### src/rtl/gbuf_pingpong_sched.sv
// Ping-pong scheduler for the two halves of Global Buffer-B (MAC writer vs next-layer reader).
// Define GBUF_PERF_CNT_EN to add o_stall_cycles, a saturating count of cycles spent in WAIT_FREE.
module gbuf_pingpong_sched #(
  parameter int FIN_PER_WORD = 4,
  parameter int COLS         = 32,
  parameter int BANKS        = 16,
  parameter int TILE_W       = 16
) (
  input  logic              i_clk,
  input  logic              i_rst,
  input  logic              i_start,
  input  logic [TILE_W-1:0] i_tile_num,
  input  logic              i_cal_fin,
  input  logic              i_rd_done,
  output logic              o_mac_en,
  output logic              o_wr_buf,
  output logic              o_wr_tile_done,
  output logic              o_rd_valid,
  output logic              o_rd_buf,
  output logic              o_busy,
  output logic              o_layer_done,
  output logic              o_err
`ifdef GBUF_PERF_CNT_EN
  ,
  output logic [31:0]       o_stall_cycles
`endif
);
  localparam int TILE_FIN = FIN_PER_WORD * COLS * BANKS;
  localparam int FIN_W = (TILE_FIN > 1) ? $clog2(TILE_FIN) : 1;
  localparam logic [FIN_W-1:0] FIN_LAST = FIN_W'(TILE_FIN - 1);

  typedef enum logic [2:0] {IDLE, FILL, WAIT_FREE, DRAIN, DONE} state_t;

  state_t            state, state_next;
  logic [TILE_W-1:0] tile_num_q, tile_cnt;
  logic [FIN_W-1:0]  fin_cnt;
  logic [1:0]        full, full_next;
  logic              wr_buf, rd_buf, mac_en, tile_done, err;
  logic              start_ok, fin_ok, last_fin, rd_valid, rd_release, last_tile, next_half_busy;

  always_comb begin
    start_ok   = i_start && (state == IDLE);
    fin_ok     = i_cal_fin && mac_en;
    last_fin   = fin_ok && (fin_cnt == FIN_LAST);
    rd_valid   = (state != IDLE) && full[rd_buf];
    rd_release = i_rd_done && rd_valid;
    last_tile  = (tile_cnt + TILE_W'(1)) == tile_num_q;
    // The half we toggle onto is blocked unless the reader frees it this very cycle
    next_half_busy = full[~wr_buf] && !(rd_release && (rd_buf != wr_buf));
    full_next = full;
    if (rd_release) full_next[rd_buf] = 1'b0;
    if (last_fin)   full_next[wr_buf] = 1'b1;
  end

  always_comb begin
    state_next = state;
    case (state)
      IDLE:      if (i_start) state_next = (i_tile_num == '0) ? DONE : FILL;
      FILL: begin
        if (last_fin) begin
          if (last_tile)           state_next = DRAIN;
          else if (next_half_busy) state_next = WAIT_FREE;
        end
      end
      WAIT_FREE: if (!full[wr_buf]) state_next = FILL;
      DRAIN:     if (full == 2'b00) state_next = DONE;
      DONE:      state_next = IDLE;
      default:   state_next = IDLE;
    endcase
  end

  always_ff @(posedge i_clk or posedge i_rst) begin
    if (i_rst) begin
      state      <= IDLE;
      tile_num_q <= '0;
      tile_cnt   <= '0;
      fin_cnt    <= '0;
      full       <= 2'b00;
      wr_buf     <= 1'b0;
      rd_buf     <= 1'b0;
      mac_en     <= 1'b0;
      tile_done  <= 1'b0;
      err        <= 1'b0;
    end else begin
      state     <= state_next;
      mac_en    <= (state_next == FILL);
      tile_done <= last_fin;
      if (start_ok) begin
        tile_num_q <= i_tile_num;
        tile_cnt   <= '0;
        fin_cnt    <= '0;
        full       <= 2'b00;
        wr_buf     <= 1'b0;
        rd_buf     <= 1'b0;
        err        <= 1'b0;
      end else begin
        full <= full_next;
        if (i_cal_fin && !mac_en) err <= 1'b1;
        if (fin_ok) fin_cnt <= last_fin ? '0 : fin_cnt + FIN_W'(1);
        if (last_fin) begin
          wr_buf   <= ~wr_buf;
          tile_cnt <= tile_cnt + TILE_W'(1);
        end
        if (rd_release) rd_buf <= ~rd_buf;
      end
    end
  end

`ifdef GBUF_PERF_CNT_EN
  logic [31:0] stall_cnt;

  always_ff @(posedge i_clk or posedge i_rst) begin
    if (i_rst)                                              stall_cnt <= '0;
    else if (start_ok)                                      stall_cnt <= '0;
    else if (state == WAIT_FREE && stall_cnt != '1)         stall_cnt <= stall_cnt + 32'd1;
  end

  assign o_stall_cycles = stall_cnt;
`endif

  assign o_mac_en       = mac_en;
  assign o_wr_buf       = wr_buf;
  assign o_wr_tile_done = tile_done;
  assign o_rd_valid     = rd_valid;
  assign o_rd_buf       = rd_buf;
  assign o_busy         = (state != IDLE);
  assign o_layer_done   = (state == DONE);
  assign o_err          = err;
endmodule

### config.mk
export PLATFORM = sky130hd
export DESIGN_NAME = gbuf_pingpong_sched
export DESIGN_NICKNAME = d
export VERILOG_FILES = /design/src/rtl/gbuf_pingpong_sched.sv
export SDC_FILE = /design/constraint.sdc
export NUM_CORES = 1
export LEC_CHECK = 0
export BUFFER_PORTS_ARGS = -buffer_cell sky130_fd_sc_hd__buf_2
export CORE_UTILIZATION = 30
export CTS_CLUSTER_SIZE = 8
export DETAILED_ROUTE_END_ITERATION = 6
export PLACE_DENSITY_LB_ADDON = 0.08
export REMOVE_ABC_BUFFERS = 1
export SYNTH_ARGS = -nofsm -noshare
export SYNTH_HDL_FRONTEND = slang
export SYNTH_SLANG_ARGS = --single-unit
export TNS_END_PERCENT = 100
### constraint.sdc
create_clock -name i_clk -period 2 [get_ports i_clk]
set_input_delay 0.3 -clock i_clk [delete_from_list [all_inputs] [get_ports i_clk]]
set_output_delay 0.3 -clock i_clk [all_outputs]
set_load 0.1 [all_outputs]
==> summary by stage <==
Critical path
The signal on the critical path passes through ha_2, buf_4, buf_4, a31oi_1, mux2_2, a31oi_1, a211oi_2, o2111ai_2, a21o_1. Measured in cells, the most critical reg-to-reg path has a length of 9. The endpoint arrival time on the critical path is 2.30 ns.

The worst setup path is captured at a flop. The setup slack of the worst register-to-register path is -0.09 ns. The startpoint identified for the worst register-to-register timing path is tile_cnt[0]. The critical path is of the reg2reg type. The maximum fanout along the worst path is 4.

STA classifies the critical path startpoint as a flop. The worst register-to-register path ends at o_mac_en. The worst path required time is 2.20 ns. On the worst path, the slowest cell contributes a delay of 0.41 ns. The slowest stage of the critical path is the sky130_fd_sc_hd__dfrtp_1 cell.

Cells and area
The number of nets in the final layout is 467. The number of diodes added for antenna fixing is 0. Cells with a size suffix above 1 make up 30.86% of the layout. The area added between synthesis and finish is 34.59%.

Global route
The overall track demand over capacity in global routing is 17.30%. The maximum number of pins on one net before global-route repair is 54. The via count of the first global-routing pass is 2801. The number of antenna violations at the first check in global routing is 0.

The first global-routing pass estimated 13940 um of wire. Global routing finished with a remaining overflow of 0.

Power and ir drop
The part of the total power dissipated in the clock network is 22.7%. For this design the ratio of total power to cell area is 678.9 nW/um^2. The total design power is 2.800 mW. Internal power comes to 1.844 mW. The portion of total power attributed to combinational logic is 28.1%. The maximum vdd ir drop is 0.0004579 V. For this design the static power due to leakage is 2.005 nW. Net switching is 34.12% of the power. Per report_power, the sequential group accounts for 49.3% of the total. For this design the total switching power over the nets is 955.3 uW.

Synthesis
The cell area after synthesis is 3064 sq um. Yosys printed 0 warnings. The fraction of synthesized area in multiplexers is 2.450%. By area, the combinational part of the netlist is dominated by simple AND/OR/NAND/NOR gates. The synthesized netlist devotes 8.779% of its cell area to compound gates. The predominant post-synthesis flop cell is sky130_fd_sc_hd__dfrtp_1.

By instance count, the leading cell after synthesis is sky130_fd_sc_hd__nand2_1. Counting flops and latches in the post-synthesis netlist gives 53. A synthesized cell averages 8.632 sq um. The largest total area in the synthesized netlist belongs to sky130_fd_sc_hd__dfrtp_1. By area the synthesized netlist is led by sky130_fd_sc_hd__dfrtp_1, sky130_fd_sc_hd__nand2_1, sky130_fd_sc_hd__xor2_1, sky130_fd_sc_hd__nor2_1, sky130_fd_sc_hd__xnor2_1. The xor-xnor portion of the synthesized cell area is 12.00%.

The share of the synthesized area in the top cell type is 43.28%. After Yosys synthesis, full adders, half adders and majority gates account for 0.8167% of the synthesized area. After synthesis, the most frequently instantiated cells are sky130_fd_sc_hd__nand2_1, sky130_fd_sc_hd__dfrtp_1, sky130_fd_sc_hd__nor2_1, sky130_fd_sc_hd__xor2_1, sky130_fd_sc_hd__xnor2_1.

The synthesized netlist contains 49 unique library cells. The number of standard cells after synthesis is 355. In the synthesized netlist the async set-or-reset flop fraction comes to 100.0%.

Sequential cells were found to cover 43.28% of the synthesized design area. The share of synthesized cell area in and, or, nand and nor gates is 29.03%. The number of enable flip-flop cells after synthesis is 0.

Min path
The class of the tightest hold or removal check is in2async.

Floorplanning
In this run the vertical extent of the chip is 103.1 um. The core area is 9819 sq um. For this configuration, the core starts out at a cell density of 31.21%. The overall die width is 103.1 um. During I/O placement, the number of pins put on the boundary was 29. The floorplan row count is 36. The die covers 10620 sq um.

Route
The sum of routed wire length over all layers is 8239 um. The pre-antenna-repair detailed-routing pass consisted of 4 iterations. The via count of the routed design is 2775. The number of nets with antenna violations after routing is 0. The number of DRC violations after detailed routing is 0. In this run, the number of DRC markers left after iteration 0 of detailed routing was 116.

In the final routed layout, each cell accounts on average for 14.28 um. Dividing the detail-routed via count by the number of cells gives 4.809.

Clock network
The number of hold-repair buffers added at the cts stage is 0. TritonCTS built the clock tree. The H-tree was split into 2 levels. The clock transition at the register clock pins on the worst setup and hold paths after CTS is 0.09 ns. The cell at the root of the clock tree is sky130_fd_sc_hd__clkbuf_8.

The number of buffers created by CTS is 5. Counting every sink on the clock net gives 53. The clock passes through at most 2 buffers.

The later pin in the worst-skew pair is clocked with a latency of 0.31 ns.

Timing
The hold violation total from the final report is 0. The slew of the pin with the lowest slew margin is 0.4907 ns. The number of pins with negative max-slew slack in the final report came to 0. For this run, the top clock speed supported by timing is 0.4778 GHz.

Dividing the final minimum period by the clock period gives 104.6%. In the final timing run, aggregate negative setup slack is -0.1706 ns. Setup violations remaining at the end of the flow were counted as 3. The post-route minimum period is 2.093 ns. The final worst slack is -0.09287 ns. Setup repair after global routing could not meet its margin everywhere.

The worst slew margin relative to its limit is 67.51%. The setup skew after layout is 0.007348 ns.

Placement
After legalization and detailed placement, the total HPWL measured 5934 um. In this run the tool buffered the top-level ports with 28 buffer cells. The congestion estimate from routability-driven global placement came to 0.8291.

Outcome
The checks that failed: setup timing. The run finished, with violations left.

Run
The number of max-capacitance violations reported is 0.
==> logic make-up after synthesis <==
| group | after synthesis |
|---|---|
| simple gates | 182 |
| flops | 53 |
| xor+xnor | 42 |
| compound gates | 41 |
| buf+inv | 28 |
| mux | 7 |
| fa+ha+maj | 2 |
==> power by group through the flow <==
stage          clock network (mW)  logic [mW]  registers (mW)
6_report                    0.635       0.785            1.38
5_1_grt                     0.701       0.888            1.40
4_1_cts                     0.665       0.799            1.38
3_5_place_dp                    0       0.757            1.40
3_3_place_gp                    0       0.759            1.40
2_1_floorplan                   0       0.420            1.46
==> flip-flops by register name, summed over array words and instances (netlist names) <==
register	count
o_wr_tile_done	1
full	2
o_mac_en	1
fin_cnt	11
tile_cnt	16
o_rd_buf	1
tile_num_q	16
state	3
o_wr_buf	1
o_err	1
==> layout make-up <==
| cell class | instances | area, sq um |
|---|---|---|
| timing repair buffer | 104 | 767.0 |
| clock buffer | 7 | 86.33 |
| sequential | 53 | 1328 |
| tap | 133 | 166.4 |
| multi-input combinational | 274 | 1754 |
| inverter | 6 | 22.52 |
| fill | 1037 | 5695 |
==> repair_timing <==
item | CTS | global route
pin swaps | 11 | 8
setup endpoints to repair | 5 | 9
gates resized for setup | 21 | 6
setup buffers | 5 | 5
==> per-stage QoR <==
| stage | util (%) | cell area [sq um] | instances | hold WS (ns) | setup slack [ns] |
|---|---|---|---|---|---|
| finish | 42.00 | 4124 | 577 | 0.03501 | -0.09287 |
| global route | 42.00 | 4124 | 577 | 0.04776 | -0.2526 |
| CTS | 41.23 | 4049 | 572 | 0.04210 | -0.09372 |
| detailed placement | 38.79 | 3809 | 560 | 0.3828 | -0.2620 |
| global placement | 38.79 | 3809 | 560 | 0.3805 | -0.2140 |
| floorplan | - | 2975 | 333 | 0.4054 | -1.173 |
==> routing by layer <==
| layer | global-route usage (%) | vias up | wire length [um] |
|---|---|---|---|
| met5 | 0 | - | 0 |
| met4 | 3.792 | 0 | 76 |
| met3 | 2.441 | 8 | 107 |
| met2 | 31.54 | 20 | 4286 |
| met1 | 21.62 | 1346 | 3768 |
| li1 | - | 1401 | - |
==> cells in the final DEF (no fill, tap or decap), drive strengths merged, types with 3 or more instances in the layout <==
cell,instances
nand2,72
and2,4
o21ai,8
a211oi,4
a31oi,3
nand4,14
xor2,26
inv,6
mux2,4
nand3,12
nor3,8
xnor2,16
or4,5
clkbuf,7
dfrtp,53
mux2i,3
buf,104
nor2,39
and3,4
o31ai,4
a21oi,11
nand2b,3
nor3b,3
nor4,11
==> critical path: cells and delay by family, from the launching register on <==
family                     cells  cell delay [ns]
muxes                          1             0.18
buffers and inverters          2             0.27
adders and majority gates      1             0.21
DFF                            1             0.41
AOI/OAI and AO/OA              5             0.91
==> how the worst max path moves through the flow <==
stage	slack (ns)	endpoint	from	cells after the start
2_1_floorplan	-1.17	o_mac_en	o_mac_en	6
3_3_place_gp	-0.21	tile_cnt[14]	fin_cnt[0]	7
3_5_place_dp	-0.26	o_mac_en	tile_cnt[0]	8
4_1_cts	-0.09	tile_cnt[14]	fin_cnt[0]	7
5_1_grt	-0.25	o_mac_en	tile_cnt[0]	8
6_report	-0.09	o_mac_en	tile_cnt[0]	9
(Power assumes the default switching activity.)
